### config.mk
export PLATFORM = sky130hd
export DESIGN_NAME = wb_instr_responder
export DESIGN_NICKNAME = d
export VERILOG_FILES = /design/src/rtl/wb_resp_pkg.sv /design/src/rtl/sync_fifo.sv /design/src/rtl/wb_instr_responder.sv
export SDC_FILE = /design/constraint.sdc
export NUM_CORES = 1
export LEC_CHECK = 0
export BUFFER_PORTS_ARGS = -buffer_cell sky130_fd_sc_hd__buf_2
export CAP_MARGIN = 20
export CORE_ASPECT_RATIO = 1.1
export CORE_MARGIN = 1
export CORE_UTILIZATION = 35
export CTS_BUF_LIST = sky130_fd_sc_hd__clkbuf_4 sky130_fd_sc_hd__clkbuf_8 sky130_fd_sc_hd__clkbuf_16
export CTS_CLUSTER_DIAMETER = 60
export DETAILED_ROUTE_END_ITERATION = 10
export PLACE_DENSITY_LB_ADDON = 0.12
export SLEW_MARGIN = 20
export SYNTH_ARGS = -nofsm -noshare
export SYNTH_HDL_FRONTEND = slang
export SYNTH_SLANG_ARGS = --single-unit
export TNS_END_PERCENT = 5
### constraint.sdc
create_clock -name i_clk -period 22.7 [get_ports i_clk]
set_clock_uncertainty 0.2 [all_clocks]
set_input_delay 1.135 -clock i_clk [delete_from_list [all_inputs] [get_ports i_clk]]
set_output_delay 1.135 -clock i_clk [all_outputs]
set_load 0.05 [all_outputs]
### src/rtl/wb_resp_pkg.sv
// Shared types and helpers for the Wishbone instruction responder:
// FSM state encoding, wait-state counter type and lane selection.
package wb_resp_pkg;

  typedef enum logic [1:0] {
    ST_IDLE = 2'd0,
    ST_WAIT = 2'd1,
    ST_RESP = 2'd2
  } resp_state_t;

  typedef logic [3:0] wait_cnt_t;

  localparam logic [31:0] FILL_WORD_DEFAULT = 32'hF0081003;

  // Word lane addressed within the bus beat: byte address stripped of the
  // in-word offset, reduced to the number of lanes on the bus.
  function automatic int unsigned lane_index(input logic [31:0] adr,
                                             input int unsigned byte_shift,
                                             input int unsigned lanes);
    return (adr >> byte_shift) % lanes;
  endfunction

endpackage

### src/rtl/sync_fifo.sv
// Single-clock FIFO with occupancy count; full and empty are told apart by
// an extra wrap bit on each pointer.
module sync_fifo #(
  parameter int WIDTH = 32,
  parameter int DEPTH = 8
) (
  input  logic                   i_clk,
  input  logic                   i_rst,
  input  logic                   i_push,
  input  logic [WIDTH-1:0]       i_din,
  input  logic                   i_pop,
  output logic [WIDTH-1:0]       o_dout,
  output logic                   o_full,
  output logic                   o_empty,
  output logic [$clog2(DEPTH):0] o_level
);

  localparam int AW = $clog2(DEPTH);

  logic [WIDTH-1:0] mem [DEPTH];
  logic [AW:0]      wr_ptr;
  logic [AW:0]      rd_ptr;
  logic             do_push;
  logic             do_pop;

  assign do_push = i_push && !o_full;
  assign do_pop  = i_pop && !o_empty;

  // Storage carries no reset; only the pointers define what is valid.
  always_ff @(posedge i_clk) begin
    if (do_push) mem[wr_ptr[AW-1:0]] <= i_din;
  end

  always_ff @(posedge i_clk or posedge i_rst) begin
    if (i_rst) begin
      wr_ptr <= '0;
      rd_ptr <= '0;
    end else begin
      if (do_push) wr_ptr <= wr_ptr + 1'b1;
      if (do_pop)  rd_ptr <= rd_ptr + 1'b1;
    end
  end

  assign o_dout  = mem[rd_ptr[AW-1:0]];
  assign o_level = wr_ptr - rd_ptr;
  assign o_empty = (wr_ptr == rd_ptr);
  assign o_full  = (wr_ptr[AW] != rd_ptr[AW]) && (wr_ptr[AW-1:0] == rd_ptr[AW-1:0]);

endmodule

### src/rtl/wb_instr_responder.sv
// Wishbone classic slave answering fetches from a preloaded word FIFO, with
// programmable wait states, error injection, underrun flag and write capture.
module wb_instr_responder
  import wb_resp_pkg::*;
#(
  parameter int                DATA_W    = 128,
  parameter int                WORD_W    = 32,
  parameter int                DEPTH     = 8,
  parameter logic [WORD_W-1:0] FILL_WORD = FILL_WORD_DEFAULT
) (
  input  logic                   i_clk,
  input  logic                   i_rst,
  input  logic                   i_ld_valid,
  input  logic [WORD_W-1:0]      i_ld_word,
  output logic                   o_ld_ready,
  input  logic [3:0]             i_wait_cycles,
  input  logic                   i_err_inject,
  input  logic [31:0]            i_wb_adr,
  input  logic [DATA_W/8-1:0]    i_wb_sel,
  input  logic                   i_wb_we,
  input  logic [DATA_W-1:0]      i_wb_dat,
  input  logic                   i_wb_cyc,
  input  logic                   i_wb_stb,
  output logic [DATA_W-1:0]      o_wb_dat,
  output logic                   o_wb_ack,
  output logic                   o_wb_err,
  output logic                   o_wr_valid,
  output logic [31:0]            o_wr_adr,
  output logic [DATA_W-1:0]      o_wr_dat,
  output logic [DATA_W/8-1:0]    o_wr_sel,
  output logic [$clog2(DEPTH):0] o_level,
  output logic                   o_underrun
);

  localparam int unsigned LANES      = DATA_W / WORD_W;
  localparam int unsigned WORD_SHIFT = $clog2(WORD_W / 8);

  resp_state_t         state;
  wait_cnt_t           wait_cnt;
  logic [31:0]         req_adr;
  logic                req_we;
  logic [DATA_W/8-1:0] req_sel;
  logic [DATA_W-1:0]   req_dat;
  logic                req_err;
  logic                err_pending;

  logic                req_active;
  logic                go_resp;
  logic                resp_we;
  logic                resp_err;
  logic [31:0]         resp_adr;
  logic [DATA_W/8-1:0] resp_sel;
  logic [DATA_W-1:0]   resp_dat;

  logic                fifo_push;
  logic                fifo_pop;
  logic                fifo_full;
  logic                fifo_empty;
  logic [WORD_W-1:0]   fifo_dout;
  logic [DATA_W-1:0]   rd_data;
  int unsigned         rd_lane;

  assign req_active = i_wb_cyc && i_wb_stb;
  assign fifo_push  = i_ld_valid && !fifo_full;
  assign o_ld_ready = !fifo_full;
  // The word is consumed on the same edge that registers it onto the bus.
  assign fifo_pop   = go_resp && !resp_we && !resp_err;

  sync_fifo #(
    .WIDTH (WORD_W),
    .DEPTH (DEPTH)
  ) u_fifo (
    .i_clk   (i_clk),
    .i_rst   (i_rst),
    .i_push  (fifo_push),
    .i_din   (i_ld_word),
    .i_pop   (fifo_pop),
    .o_dout  (fifo_dout),
    .o_full  (fifo_full),
    .o_empty (fifo_empty),
    .o_level (o_level)
  );

  // Request attributes seen by the response: live bus inputs on a zero-wait
  // acceptance, latched copies otherwise. go_resp marks the edge entering RESP.
  always_comb begin
    go_resp  = 1'b0;
    resp_we  = req_we;
    resp_adr = req_adr;
    resp_sel = req_sel;
    resp_dat = req_dat;
    resp_err = req_err;
    case (state)
      ST_IDLE: begin
        if (req_active) begin
          resp_we  = i_wb_we;
          resp_adr = i_wb_adr;
          resp_sel = i_wb_sel;
          resp_dat = i_wb_dat;
          resp_err = err_pending | i_err_inject;
          go_resp  = (i_wait_cycles == '0);
        end
      end
      ST_WAIT: go_resp = req_active && (wait_cnt == wait_cnt_t'(1));
      default: ;
    endcase
  end

  always_comb begin
    rd_lane = lane_index(resp_adr, WORD_SHIFT, LANES);
    rd_data = {LANES{FILL_WORD}};
    for (int unsigned l = 0; l < LANES; l++) begin
      if (!fifo_empty && l == rd_lane) rd_data[l*WORD_W +: WORD_W] = fifo_dout;
    end
  end

  always_ff @(posedge i_clk or posedge i_rst) begin
    if (i_rst) begin
      state       <= ST_IDLE;
      wait_cnt    <= '0;
      req_adr     <= '0;
      req_we      <= 1'b0;
      req_sel     <= '0;
      req_dat     <= '0;
      req_err     <= 1'b0;
      err_pending <= 1'b0;
      o_wb_ack    <= 1'b0;
      o_wb_err    <= 1'b0;
      o_wb_dat    <= '0;
      o_wr_valid  <= 1'b0;
      o_wr_adr    <= '0;
      o_wr_dat    <= '0;
      o_wr_sel    <= '0;
      o_underrun  <= 1'b0;
    end else begin
      o_wb_ack   <= 1'b0;
      o_wb_err   <= 1'b0;
      o_wb_dat   <= '0;
      o_wr_valid <= 1'b0;
      if (i_err_inject) err_pending <= 1'b1;

      case (state)
        ST_IDLE: begin
          if (req_active) begin
            req_adr     <= resp_adr;
            req_we      <= resp_we;
            req_sel     <= resp_sel;
            req_dat     <= resp_dat;
            req_err     <= resp_err;
            err_pending <= 1'b0;
            wait_cnt    <= i_wait_cycles;
            state       <= (i_wait_cycles == '0) ? ST_RESP : ST_WAIT;
          end
        end
        ST_WAIT: begin
          // An aborted request hands its error back so the next one still gets it.
          if (!req_active) begin
            state       <= ST_IDLE;
            err_pending <= err_pending | req_err | i_err_inject;
          end else begin
            wait_cnt <= wait_cnt - 1'b1;
            if (wait_cnt == wait_cnt_t'(1)) state <= ST_RESP;
          end
        end
        default: state <= ST_IDLE;
      endcase

      if (go_resp) begin
        if (resp_err) begin
          o_wb_err <= 1'b1;
        end else begin
          o_wb_ack <= 1'b1;
          if (resp_we) begin
            o_wr_valid <= 1'b1;
            o_wr_adr   <= resp_adr;
            o_wr_dat   <= resp_dat;
            o_wr_sel   <= resp_sel;
          end else begin
            o_wb_dat <= rd_data;
            if (fifo_empty) o_underrun <= 1'b1;
          end
        end
      end
    end
  end

endmodule

==> impl_metrics.toml <==
[route]
routed_wl_um = 76900
ant_nets = 0
top_layer = "met5"
drc = 0
vias_per_cell = 4.78
firstDrtPassIters = 5
vias = 17658
detail_route.iter0.violations = 1052
routed-wl-met2_um = 38700
wl_per_cell_um = 20.8
wl_met3_um = 5370
wl_met1_um = 31100

[synth]
async_flop_share_pct = 66.2
synth_top_area_share_pct = 44.5
synthAdderAreaFrac_pct = 0.382
synth_fp_nets = 2259
syn_area_um2 = 28200
synthXorXnorAreaFrac_pct = 0.280
synth_compound_area_share_pct = 2.68
synth_cell_type_count = 47
ys.flop_type = "dfrtp_1"
synth_top_family_by_area = "simple AND/OR/NAND/NOR gates"
avgSynthCellArea_um2 = 13.9
seq_area_frac_synth_pct = 71.8
synthCells = 2032
ys_ff_latch = 757
synth_edf_count = 256
yosys.area.top_type = "dfrtp_1"
synth.area.top_cells = "dfrtp_1 44%, edfxtp_1 27%, nand2_1 7.5%"
synthSimpleGateAreaFrac_pct = 11.8
ys.warnings.count = 0
synthMuxAreaShare_pct = 11.3

[floorplan]
die-area_um2 = 81700
start_util_pct = 35.5
die_w_um = 273
die_h_um = 300
coreArea_um2 = 79300
io_pins = 532
num_rows = 108

[cts]
ctsResizeCount = 0
h-tree-depth = 3
clkTransAtPathRegs_ps = 60
root_buffer = "clkbuf_16"
clk_latency_ps = 610
cts_made_buffers = 84
cts.path.max_buffers = 3
cts_setup_buffers = 0
cts_hold_buf = 0
cts_tree = "done"
clkSinkCount = 757

[critical_path]
slowest_delay_ps = 990
worstPathCellList = "or4_1 > o32ai_4 > nor3b_4 > buf_12 > mux2_2"
crit_required_ps = 22980
crit_family = "simple AND/OR/NAND/NOR gates"
cp.buffers_inverters = 1
cp_max_fo = 159
r2r_start = "state[0]"
start_kind = "register"
slowest_stage = "nor3b_4"
worstSetupEndpointType = "register"
worstPathArrival_ps = 4860
critPathLaunch = "state[0]"
path_class = "register to register"

[power]
powerDensity_nw_per_um2 = 97.8
finalPower_w = 0.00342
peakVddDrop_mv = 0.0591
leakagePower_nw = 16.8

[run]
cap_violations = 0

[cells_and_area]
final_cell_mix = "566 x nand2_1, 531 x buf_2, 500 x dfrtp_1, 256 x edfxtp_1, 102 x mux2_2"
nets = 2801
area_delta_synth_final_pct = 24.0
final_common_cell = "nand2_1"
final_area_um2 = 35000
drive_gt1_share_pct = 32.3
stdcell_count = 3695

[outcome]
status = "complete, no violations"

[min_path]
hold_class = "register to register"
min-delay-start = "req_adr[29]"

[timing]
fin_crit_ps = 4580
fin_crit_sh_pct = 20.2
setup_viol = 0
slew_viol_final = 0
rsz0062_at_grt = "false"
tightest_slew_ps = 1280
max_freq_mhz = 218
maxSlewHeadroom_pct = 14.4
setup_tns_ps = 0
finalHoldViolations = 0

[placement]
place_inst = 3530
place_hpwl_um = 50400
place.gp.congestion = 0.810
placed_area_um2 = 32100
portBuffers = 531

[global_routing]
grt_pass1_wl_um = 116000
grtUsageTotal_pct = 18.8
grt_pass1_vias = 18375
grt_max_degree = 179
antenna_found_initial = 17
grt_overflow = 0
worst reg2reg max path: cells and delay by family (launching register included):
kind | cells | cell delay (ps)
compound gates | 1 | 590
buf+inv | 1 | 550
simple gates | 2 | 1670
mux | 1 | 890
flops | 1 | 550
Yosys cell counts, drive strengths merged (11+ instances only):
| library cell | number |
|---|---|
| clkbuf | 66 |
| a21oi | 37 |
| a211oi | 25 |
| dfrtp | 501 |
| mux2 | 177 |
| a22o | 24 |
| or4bb | 16 |
| nor2 | 80 |
| buf | 38 |
| mux4 | 16 |
| mux2i | 83 |
| edfxtp | 256 |
| nor4b | 24 |
| nor2b | 27 |
| nand2 | 566 |
| inv | 13 |
| o21ai | 11 |
report_power, final:
part	switching, W	internal [W]	total [W]	leakage, nW
sequential	0.0000464	0.00156	0.00161	8.99
clock	0.000536	0.000798	0.00133	1.40
combinational	0.000346	0.000127	0.000473	6.36
registers in the layout, summed over array words and instances, names as in the netlist:
signal and count:
err_pending 1, wait_cnt 4, o_wr_dat 128, o_wr_valid 1
u_fifo.mem 256, req_dat 128, u_fifo.rd_ptr 4, u_fifo.wr_ptr 4
req_we 1, req_err 1, state 2, req_sel 16
o_wb_dat 128, o_wb_ack 1, o_wb_err 1, o_underrun 1
o_wr_adr 32, o_wr_sel 16, req_adr 32
metrics by stage:
stage,setup slack (ps),utilization (%),hold WS [ps]
after detailed placement,17600,40.4,254
final,18120,44.1,262
after CTS,18180,43.9,268
after floorplan,7380,-,236
after global placement,17640,40.4,247
after global routing,18000,44.0,279
routing by layer:
layer  vias up  GRT usage (%)
li1       8102              -
met1      8956           22.5
met2       465           32.3
met3       119           5.61
met4        16           5.85
met5         -              0
final timing paths:
kind / end / slack, ps / cells after the start
min in group asynchronous: o_wr_adr[30] / 480 / 2
hold reg to reg: req_adr[29] / 260 / 2
setup reg to reg: o_wr_dat[28] / 18120 / 5
hold / removal: req_adr[29] / 260 / 2
max in group asynchronous: o_wr_dat[110] / 19680 / 4
setup / recovery: o_wr_dat[28] / 18120 / 5
cells by family (layout without fill, tap and decap cells):
group                    count (synthesis)  count (layout)
buffers and inverters                  117             723
multiplexers                           276             276
AO/OA/AOI/OAI                          109             109
AND/OR/NAND/NOR                        756             756
adder cells (fa/ha/maj)                  8               8
other                                    0              12
XOR/XNOR                                 9               9
flip-flops                             757             757
final cells by class:
class                      count  area (um^2)
timing repair buffer         560         2960
sequential                   757        20200
inverter                      13         56.3
clock inverter                20          153
multi-input combinational   1158         7600
tap                         1045         1310
fill                        7431        44400
antenna                       12         30.0
clock buffer                 130         2620
Power figures use the tool's default switching activity.
